--- src/rtl/bus_controller.sv ---
// ---------------------------------------------------------------------------
// bus_controller
//
// Two-core memory bus controller sitting between the per-core cache blocks
// and a single-ported RAM. It arbitrates I-cache and D-cache requests of both
// cores onto the RAM, sequences MSI snoops for D-cache misses and
// invalidate-upgrades, and routes cache-to-cache (C2C) transfers when the
// snooped core holds the block Modified. It stores no data: the only state is
// the current transaction, its grantee and the round-robin "last granted" bit.
//
// Parameters
//   CPUS      number of cores; only 2 is supported (snoop target is ~grantee)
//   RR_RESET  "last granted" core after reset (0: core 1 wins the first tie)
//
// Ports
//   CLK, nRST                 clock (rising edge), async active-low reset
//   iREN/iaddr -> iwait/iload per-core instruction fetch channel
//   dREN/dWEN/daddr/dstore    per-core data channel request side
//   dwait/dload               per-core data channel response side
//   cctrans/ccwrite           per-core coherence request / snoop response
//   ccwait/ccinv/ccsnoopaddr  per-core snoop command outputs
//   ramREN/ramWEN/ramaddr/ramstore/ramload/ramstate  single RAM port
// ---------------------------------------------------------------------------
module bus_controller #(
  parameter int   CPUS     = 2,
  parameter logic RR_RESET = 1'b0
) (
  input  logic                  CLK,
  input  logic                  nRST,
  // instruction channel
  input  logic [CPUS-1:0]       iREN,
  input  logic [CPUS-1:0][31:0] iaddr,
  output logic [CPUS-1:0]       iwait,
  output logic [CPUS-1:0][31:0] iload,
  // data channel
  input  logic [CPUS-1:0]       dREN,
  input  logic [CPUS-1:0]       dWEN,
  input  logic [CPUS-1:0][31:0] daddr,
  input  logic [CPUS-1:0][31:0] dstore,
  output logic [CPUS-1:0]       dwait,
  output logic [CPUS-1:0][31:0] dload,
  // coherence
  input  logic [CPUS-1:0]       cctrans,
  input  logic [CPUS-1:0]       ccwrite,
  output logic [CPUS-1:0]       ccwait,
  output logic [CPUS-1:0]       ccinv,
  output logic [CPUS-1:0][31:0] ccsnoopaddr,
  // RAM port
  output logic                  ramREN,
  output logic                  ramWEN,
  output logic [31:0]           ramaddr,
  output logic [31:0]           ramstore,
  input  logic [31:0]           ramload,
  input  logic [1:0]            ramstate
);

  // RAM states: FREE=0, BUSY=1, ACCESS=2, ERROR=3. Only ACCESS completes a
  // word; every other state simply keeps the current request on the bus.
  localparam logic [1:0] RAM_ACCESS = 2'd2;

  typedef enum logic [2:0] {
    IDLE,
    WB,
    SNOOP,
    LOAD,
    C2C,
    INV,
    IFETCH
  } state_t;

  state_t          state;
  logic            g;       // grantee of the current transaction
  logic            ng;      // the other core: snoop target / C2C supplier
  logic            last;    // core granted most recently (round robin)
  logic            acc;

  // arbitration result, only consumed while IDLE
  logic [CPUS-1:0] req;
  state_t          cls;
  logic            pick;

  assign ng  = ~g;
  assign acc = (ramstate == RAM_ACCESS);

  // -------------------------------------------------------------------------
  // Arbiter: writebacks beat coherence requests beat instruction fetches.
  // Inside a class a tie goes to the core that was not served last.
  // -------------------------------------------------------------------------
  always_comb begin
    req = '0;
    cls = IDLE;
    if (|dWEN) begin
      req = dWEN;
      cls = WB;
    end else if (|cctrans) begin
      req = cctrans;
      cls = SNOOP;
    end else if (|iREN) begin
      req = iREN;
      cls = IFETCH;
    end
    pick = (&req) ? ~last : req[1];
  end

  // -------------------------------------------------------------------------
  // Transaction sequencer. "last" is only updated when a transaction
  // finishes, so an aborted (reset) transaction never skews the rotation.
  // -------------------------------------------------------------------------
  always_ff @(posedge CLK or negedge nRST) begin
    if (!nRST) begin
      state <= IDLE;
      g     <= 1'b0;
      last  <= RR_RESET;
    end else begin
      unique case (state)
        IDLE: begin
          if (cls != IDLE) begin
            g <= pick;
            // a coherence request without a read is an invalidate-upgrade
            state <= (cls == SNOOP && !dREN[pick]) ? INV : cls;
          end
        end
        WB: begin
          // multi-word block writeback: stay until the core drops dWEN
          if (!dWEN[g]) begin
            state <= IDLE;
            last  <= g;
          end
        end
        SNOOP: begin
          // the snooped core answers within the snoop cycle
          state <= (cctrans[ng] && ccwrite[ng]) ? C2C : LOAD;
        end
        LOAD: begin
          if (!dREN[g]) begin
            state <= IDLE;
            last  <= g;
          end
        end
        C2C: begin
          // the supplier's writeback length decides the transfer length
          if (!dWEN[ng]) begin
            state <= IDLE;
            last  <= g;
          end
        end
        INV: begin
          state <= IDLE;
          last  <= g;
        end
        IFETCH: begin
          if (acc) begin
            state <= IDLE;
            last  <= g;
          end
        end
        default: state <= IDLE;
      endcase
    end
  end

  // -------------------------------------------------------------------------
  // Output decode. Everything the current state does not drive sits at its
  // reset value, so IDLE (and reset) presents a quiet bus. Waits react to
  // ramstate in the same cycle so the cache sees the word the RAM delivers.
  // -------------------------------------------------------------------------
  always_comb begin
    iwait       = '1;
    dwait       = '1;
    ccwait      = '0;
    ccinv       = '0;
    ccsnoopaddr = '0;
    ramREN      = 1'b0;
    ramWEN      = 1'b0;
    ramaddr     = '0;
    ramstore    = '0;
    iload       = {CPUS{ramload}};
    dload       = {CPUS{ramload}};

    unique case (state)
      IDLE: begin
      end
      WB: begin
        ramWEN   = 1'b1;
        ramaddr  = daddr[g];
        ramstore = dstore[g];
        dwait[g] = ~acc;
      end
      SNOOP: begin
        ccwait[ng]      = 1'b1;
        ccsnoopaddr[ng] = daddr[g];
        // requester intends to write: the snooper must drop its copy
        ccinv[ng]       = ccwrite[g];
      end
      LOAD: begin
        ramREN     = 1'b1;
        ramaddr    = daddr[g];
        dwait[g]   = ~acc;
        ccwait[ng] = 1'b1;
      end
      C2C: begin
        // supplier's writeback goes to RAM and is forwarded to the requester
        ramWEN     = 1'b1;
        ramaddr    = daddr[ng];
        ramstore   = dstore[ng];
        dload[g]   = dstore[ng];
        dwait[g]   = ~acc;
        dwait[ng]  = ~acc;
        ccwait[ng] = 1'b1;
      end
      INV: begin
        ccwait[ng]      = 1'b1;
        ccinv[ng]       = 1'b1;
        ccsnoopaddr[ng] = daddr[g];
        dwait[g]        = 1'b0;
      end
      IFETCH: begin
        ramREN   = 1'b1;
        ramaddr  = iaddr[g];
        iwait[g] = ~acc;
      end
      default: begin
      end
    endcase
  end

endmodule
--- config.mk ---
export PLATFORM = sky130hd
export DESIGN_NAME = bus_controller
export DESIGN_NICKNAME = d
export VERILOG_FILES = /design/src/rtl/bus_controller.sv
export SDC_FILE = /design/constraint.sdc
export NUM_CORES = 1
export LEC_CHECK = 0
export BUFFER_PORTS_ARGS = -buffer_cell sky130_fd_sc_hd__buf_4
export CAP_MARGIN = 20
export CORE_AREA = 8 8 189 191
export CTS_BUF_LIST = sky130_fd_sc_hd__clkbuf_4
export DETAILED_ROUTE_END_ITERATION = 8
export DIE_AREA = 0 0 197 199
export GPL_TIMING_DRIVEN = 0
export SETUP_SLACK_MARGIN = 0.05
export SKIP_LAST_GASP = 1
export SYNTH_ARGS = -nofsm -noshare
export SYNTH_HDL_FRONTEND = slang
export SYNTH_SLANG_ARGS = --single-unit
--- constraint.sdc ---
create_clock -name CLK -period 3.34 [get_ports CLK]
set_input_delay 0.167 -clock CLK [delete_from_list [all_inputs] [get_ports CLK]]
set_output_delay 0.167 -clock CLK [all_outputs]
set_load 0.02 [all_outputs]
## Word-level counts from Yosys, hierarchy flattened

Index checks and enable logic that the tools add are counted.

- Bits in registers: 5
- Bits of input ports: 238
- Output and inout bits: 266
- Word-level logic and storage cells: 112

- Order comparisons: 5
- Equal/unequal tests: 13
- Muxes and demuxes: 64
- Bitwise logic cells: 7
- Reductions and logical operators: 20

Operators by type and width:

| cell | count |
|---|---|
| 2-to-1 mux 32 bit | 12 |
| 2-to-1 mux 64 bit | 2 |
| case mux 32 bit (3 select lines) | 1 |
| bitwise AND 64 bit | 1 |
| bitwise mux 64 bit | 1 |
| demux 32 bit (select 1 bit) | 2 |
| case mux 32 bit (2 select lines) | 1 |
| 2-to-1 mux 3 bit | 10 |
| 2-to-1 mux 1 bit | 23 |
| case mux 3 bit (6 select lines) | 1 |
| OR reduction 2 bit | 7 |
| 2-to-1 mux 2 bit | 5 |
| inequality test 2 bit, second input constant | 5 |
| AND reduction 5 bit | 2 |
| == test 3 x 2 -> 1 bit, second input constant | 3 |
| == test 3 bit, second input constant | 3 |
| < comparator 1 x 2 -> 1 bit, second input constant | 3 |
| case mux 2 bit (3 select lines) | 1 |
| case mux 1 bit (5 select lines) | 1 |
| nonzero test 5 bit | 1 |
| logical AND 1 bit | 4 |
| case mux 2 bit (2 select lines) | 1 |
| AND reduction 2 bit | 2 |
| OR reduction 4 bit | 1 |
| other kinds (12) | 16 |

## Depth between registers and ports, before layout

- Depth after elaboration: 13
- Mapped depth: 8
- Depth with buffers taken out: 5

## Least setup slack after synthesis

No wires, ideal clock.

- Path type: register to output
- From: register state[0]
- To: output port ramaddr[0]
- Arrival time: 1.683 ns
- Data required time: 3.173 ns
- Slack: 1.490 ns
- Cell stages (with the launch flop): 6
- Path buffers: 2
- Cells stage by stage: dfrtp_1 -> buf_2 -> nor3_4 -> clkbuf_1 -> a221oi_1 -> o22ai_1

- Longest elaborated chain between the ends: 3
- Elaborated cells on any way between the ends: 6
- Those cells by class: eq/ne: 4; mux: 1; reduce/logical: 1

RTL lines:

| item | line | text |
|---|---|---|
| start: declaration | 71 | `state_t state;` |
| start signal: assignment | 120 | `state <= (cls == SNOOP && !dREN[pick]) ? INV : cls;` |
| start signal: assignment | 132 | `state <= (cctrans[ng] && ccwrite[ng]) ? C2C : LOAD;` |
| == test 3 x 1 -> 1 bit or == test 3 x 2 -> 1 bit (tied branches) | 180 | `unique case (state)` |
| OR reduction 2 bit (no line) | n/a |  |
| case mux 32 bit (3 select lines) (*) | 180 |  |
| end: declaration | 51 | `output logic [31:0] ramaddr,` |

Mark *: on every way between the ends. The rest lies on a longest branch, timed or not.

==> report_table.html <==
<table>
<tr><th>Metric</th><th>Value</th></tr>
<tr><th colspan="2">Detailed routing</th></tr>
<tr><td>DRC errors left</td><td>0</td></tr>
<tr><td>Number of detailed-routing iterations run before antenna repair</td><td>5</td></tr>
<tr><td>Routed WL</td><td>31130 um</td></tr>
<tr><td>Via count</td><td>6177</td></tr>
<tr><td>Starting DRT DRC Count</td><td>508</td></tr>
<tr><td>Avg WL per Cell</td><td>21.41 um</td></tr>
<tr><td>Post-DR vias/cell</td><td>4.248</td></tr>
<tr><td>Residual antenna-violating net count after detailed routing</td><td>0</td></tr>
<tr><th colspan="2">Critical path</th></tr>
<tr><td>Arrival time worst endpoint</td><td>2780 ps</td></tr>
<tr><td>Cell breakdown of the critical path</td><td>buf_2 &gt; nor2b_1 &gt; and2b_1 &gt; a21oi_1 &gt; nor2_1 &gt; buf_2 &gt; and2_1 &gt; buf_4</td></tr>
<tr><td>Path type of the worst setup path</td><td>reg -&gt; out</td></tr>
<tr><td>Worst-path cell with the longest stage delay</td><td>buf_2</td></tr>
<tr><td>Endpoint of the worst-slack reg-to-reg timing path</td><td>g$_DFFE_PN0P_</td></tr>
<tr><td>Worst stage delay on the critical path</td><td>460 ps</td></tr>
<tr><td>Register-to-register path setup slack</td><td>1180 ps</td></tr>
<tr><td>Crit Reg-Reg Startpoint</td><td>state[2]$_DFFE_PN0P_</td></tr>
<tr><td>Largest fanout of any net on the critical path</td><td>10</td></tr>
<tr><td>Most common cell on crit path</td><td>buf_2</td></tr>
<tr><td>Type of element launching the critical path</td><td>flop</td></tr>
<tr><td>WP data required</td><td>3170 ps</td></tr>
<tr><td>R2r worst-path depth</td><td>6</td></tr>
<tr><td>Category of the worst setup path capture point</td><td>output pin</td></tr>
<tr><th colspan="2">Logic synthesis</th></tr>
<tr><td>Largest family of logic cells by synthesized area</td><td>compound AO/OA/AOI/OAI gates</td></tr>
<tr><td>Avg Inst Size Synth</td><td>7.797 um^2</td></tr>
<tr><td>Share of synthesized area spent on multiplexers</td><td>28.38%</td></tr>
<tr><td>Basic-gate share of the synthesized area counting and, or, nand and nor cells</td><td>17.21%</td></tr>
<tr><td>Yosys reg bits</td><td>5</td></tr>
<tr><td>Cell type contributing the most total cell area after synthesis</td><td>mux2_2</td></tr>
<tr><td>Post-Syn Instances</td><td>497</td></tr>
<tr><td>Count of different cell masters after synthesis</td><td>44</td></tr>
<tr><td>Synth Area in Adders</td><td>0%</td></tr>
<tr><td>EDFF count, synth</td><td>0</td></tr>
<tr><td>Syn. warnings</td><td>0</td></tr>
<tr><td>Async S/R FF share, synth</td><td>100.0%</td></tr>
<tr><td>Area fraction in compound gates after synthesis</td><td>32.61%</td></tr>
<tr><td>Xor and xnor fraction of the mapped netlist area</td><td>0%</td></tr>
<tr><td>Dominant register cell in the synthesized netlist</td><td>dfrtp_1</td></tr>
<tr><td>Leading post-synthesis cells by cell area</td><td>mux2_2 (19%), a221oi_1 (14%), buf_4 (12%), and2_1 (10%), mux2i_1 (8.5%)</td></tr>
<tr><td>Net count after synthesis</td><td>735</td></tr>
<tr><td>Area share of the largest cell type after synthesis</td><td>18.89%</td></tr>
<tr><td>Post-Syn Area</td><td>3875 um^2</td></tr>
<tr><td>Fraction of the yosys area taken by sequential cells</td><td>3.229%</td></tr>
<tr><th colspan="2">Status</th></tr>
<tr><td>Result of the run</td><td>finished clean</td></tr>
<tr><th colspan="2">Layout</th></tr>
<tr><td>Fraction of layout instances using a drive strength above 1</td><td>66.67%</td></tr>
<tr><td>Post-layout instance area</td><td>8254 um^2</td></tr>
<tr><td>Area growth from synthesis to layout</td><td>113.0%</td></tr>
<tr><td>Post-layout net count</td><td>1244</td></tr>
<tr><td>Count of non-filler cells in the finished layout</td><td>1454</td></tr>
<tr><th colspan="2">Clocking</th></tr>
<tr><td>Post-CTS setup repair buffer count</td><td>0</td></tr>
<tr><td>Clock-pin slew on the worst setup and hold paths</td><td>50 ps</td></tr>
<tr><td>TritonCTS clock tree</td><td>yes</td></tr>
<tr><td>CTS Sinks</td><td>5</td></tr>
<tr><td>Root Buffer</td><td>clkbuf_4</td></tr>
<tr><td>Latest clock arrival within the worst-skew pair</td><td>240 ps</td></tr>
<tr><td>Total clock buffers created by CTS</td><td>3</td></tr>
<tr><td>Buffer levels on the longest clock path</td><td>2</td></tr>
<tr><td>Total number of H-tree levels</td><td>1</td></tr>
<tr><th colspan="2">Global routing</th></tr>
<tr><td>Vias in the first global route</td><td>6324</td></tr>
<tr><td>Global-route wire length before repair</td><td>42420 um</td></tr>
<tr><td>Initial antenna violation count</td><td>2</td></tr>
<tr><td>Gr usage total</td><td>14.13%</td></tr>
<tr><td>Congestion Overflow GR</td><td>0</td></tr>
<tr><td>Pin count of the biggest net entering global routing</td><td>11</td></tr>
<tr><th colspan="2">Floorplan</th></tr>
<tr><td>IO Pins</td><td>504</td></tr>
<tr><td>Number of rows created at floorplan</td><td>67</td></tr>
<tr><td>Die W</td><td>197 um</td></tr>
<tr><td>Die extent in y</td><td>199 um</td></tr>
<tr><td>Starting Density</td><td>11.79%</td></tr>
<tr><td>Core footprint</td><td>32860 um^2</td></tr>
<tr><td>Die ar.</td><td>39200 um^2</td></tr>
<tr><th colspan="2">Placed design</th></tr>
<tr><td>Final GP Congestion</td><td>0.8987</td></tr>
<tr><td>Port buffer count</td><td>503</td></tr>
<tr><td>Half-perimeter wire length after detailed placement</td><td>26680 um</td></tr>
<tr><td>Cell total after placement</td><td>1448</td></tr>
<tr><td>Placed standard-cell area</td><td>8212 um^2</td></tr>
<tr><th colspan="2">Timing</th></tr>
<tr><td>Portion of the clock cycle consumed by the worst path in the final layout</td><td>88.16%</td></tr>
<tr><td>Setup total negative slack</td><td>0 ps</td></tr>
<tr><td>Min Tclk post-route</td><td>2945 ps</td></tr>
<tr><td>Number of endpoints with negative hold slack in the final report</td><td>0</td></tr>
<tr><td>Setup Skew</td><td>5.091 ps</td></tr>
<tr><td>Slew @ Worst Pin</td><td>949.2 ps</td></tr>
<tr><td>Slew Limit Headroom</td><td>36.72%</td></tr>
<tr><td>Setup repair after global routing missed its margin</td><td>no</td></tr>
<tr><td>Slew Limit Fails</td><td>0</td></tr>
<tr><td># setup viols final</td><td>0</td></tr>
<tr><td>Maximum clock rate</td><td>0.3396 GHz</td></tr>
<tr><th colspan="2">Power and ir drop</th></tr>
<tr><td>Power density over cell area</td><td>712.5 nW/um^2</td></tr>
<tr><td>Leakage power</td><td>4.090 nW</td></tr>
<tr><td>Highest ir drop seen on vdd</td><td>0.2365 mV</td></tr>
<tr><th colspan="2">Flow run</th></tr>
<tr><td>Number of max-cap violations</td><td>0</td></tr>
<tr><th colspan="2">Min path</th></tr>
<tr><td>Tightest Hold Check Type</td><td>in -&gt; async</td></tr>
</table>
## cell usage in the layout (no fill, tap or decap), types with 15 or more instances in the layout
cell type / instances
a221oi_1: 64
a22o_1: 32
and2_1: 64
buf_2: 26
buf_4: 567
clkbuf_1: 22
mux2_2: 65
mux2i_1: 33
nor2_1: 15
o22ai_1: 32
## sequential cells by signal, summed over array words and instances, names as in the netlist
register and flops:
state 3, g 1, last 1
## Yosys cell counts (2+ instances only)
master / instances
or3_1: 2
nand2_1: 14
nand2b_1: 6
buf_4: 64
buf_2: 26
clkbuf_1: 22
a221oi_1: 64
a22o_1: 32
a21oi_1: 7
and2_1: 64
dfrtp_1: 5
nor2_1: 15
o211ai_1: 2
a21boi_0: 2
o22a_1: 2
a2bb2oi_1: 2
o21ai_0: 5
inv_1: 3
nand3_1: 2
mux2i_1: 33
o22ai_1: 32
nor2b_1: 5
mux2_2: 65
buf_1: 3
## worst max-delay path, delay by kind of cell, from the launching register on
family,cells,cell delay (ps)
buf+inv,3,840
compound gates,1,120
flops,1,410
simple gates,4,1160
## worst max path at each step
| stage | endpoint | depth (start not counted) | slack [ps] | start |
|---|---|---|---|---|
| 2_1_floorplan | ramaddr[0] | 5 | 1490 | state[0]$_DFFE_PN0P_ |
| 3_3_place_gp | dload[50] | 6 | 600 | state[2]$_DFFE_PN0P_ |
| 3_5_place_dp | dload[59] | 6 | 610 | state[2]$_DFFE_PN0P_ |
| 4_1_cts | dload[59] | 6 | 330 | state[2]$_DFFE_PN0P_ |
| 5_1_grt | dload[59] | 6 | 230 | state[0]$_DFFE_PN0P_ |
| 6_report | ccsnoopaddr[47] | 8 | 400 | state[2]$_DFFE_PN0P_ |
## area by class of cell
type / count / area, um^2
Fill cell: 3684 / 24610
Timing Repair Buffer: 504 / 3786
Multi-Input combinational cell: 373 / 3030
Buffer: 115 / 704.4
Tap cell: 448 / 560.5
Sequential cell: 5 / 125.1
Clock buffer: 4 / 30.03
Inverter: 4 / 15.01
Antenna cell: 1 / 2.502
## stage by stage
stage / utilization (%) / setup slack, ps / total power [mW] / hold slack, ps
2_1_floorplan: - / 1490 / 3.334 / -128.6
3_3_place_gp: 24.99 / 601.8 / 5.821 / -28.86
3_5_place_dp: 24.99 / 609.7 / 5.817 / -27.90
4_1_cts: 25.11 / 332.9 / 5.918 / 342.1
5_1_grt: 25.12 / 231.5 / 6.231 / 345.0
6_report: 25.12 / 395.4 / 5.881 / 316.7
## power by group
| part | switching [mW] | internal (mW) | total [mW] |
|---|---|---|---|
| Clock | 0.0247 | 0.0533 | 0.0780 |
| Sequential | 0.0396 | 0.0911 | 0.131 |
| Combinational | 3.34 | 2.33 | 5.67 |
## logic make-up (layout without fill, tap and decap cells)
logic type / count (synthesis) / in the layout
AND/OR/NAND/NOR: 115 / 115
multiplexers: 100 / 100
buffers and inverters: 119 / 627
other: 0 / 1
flip-flops: 5 / 5
AO/OA/AOI/OAI: 158 / 158
## repair_timing
action,in CTS,in global routing
hold buffers,1,0
hold endpoints to repair,5,0
gates resized for setup,0,0
## metal layers
metal,GRT usage [%],vias up,routed length (um)
met1,18.61,2953,13170
met4,3.009,2,489
li1,-,2890,-
met2,23.98,306,15570
met3,2.216,26,1884
met5,0,-,13
Power figures use the tool's default switching activity.
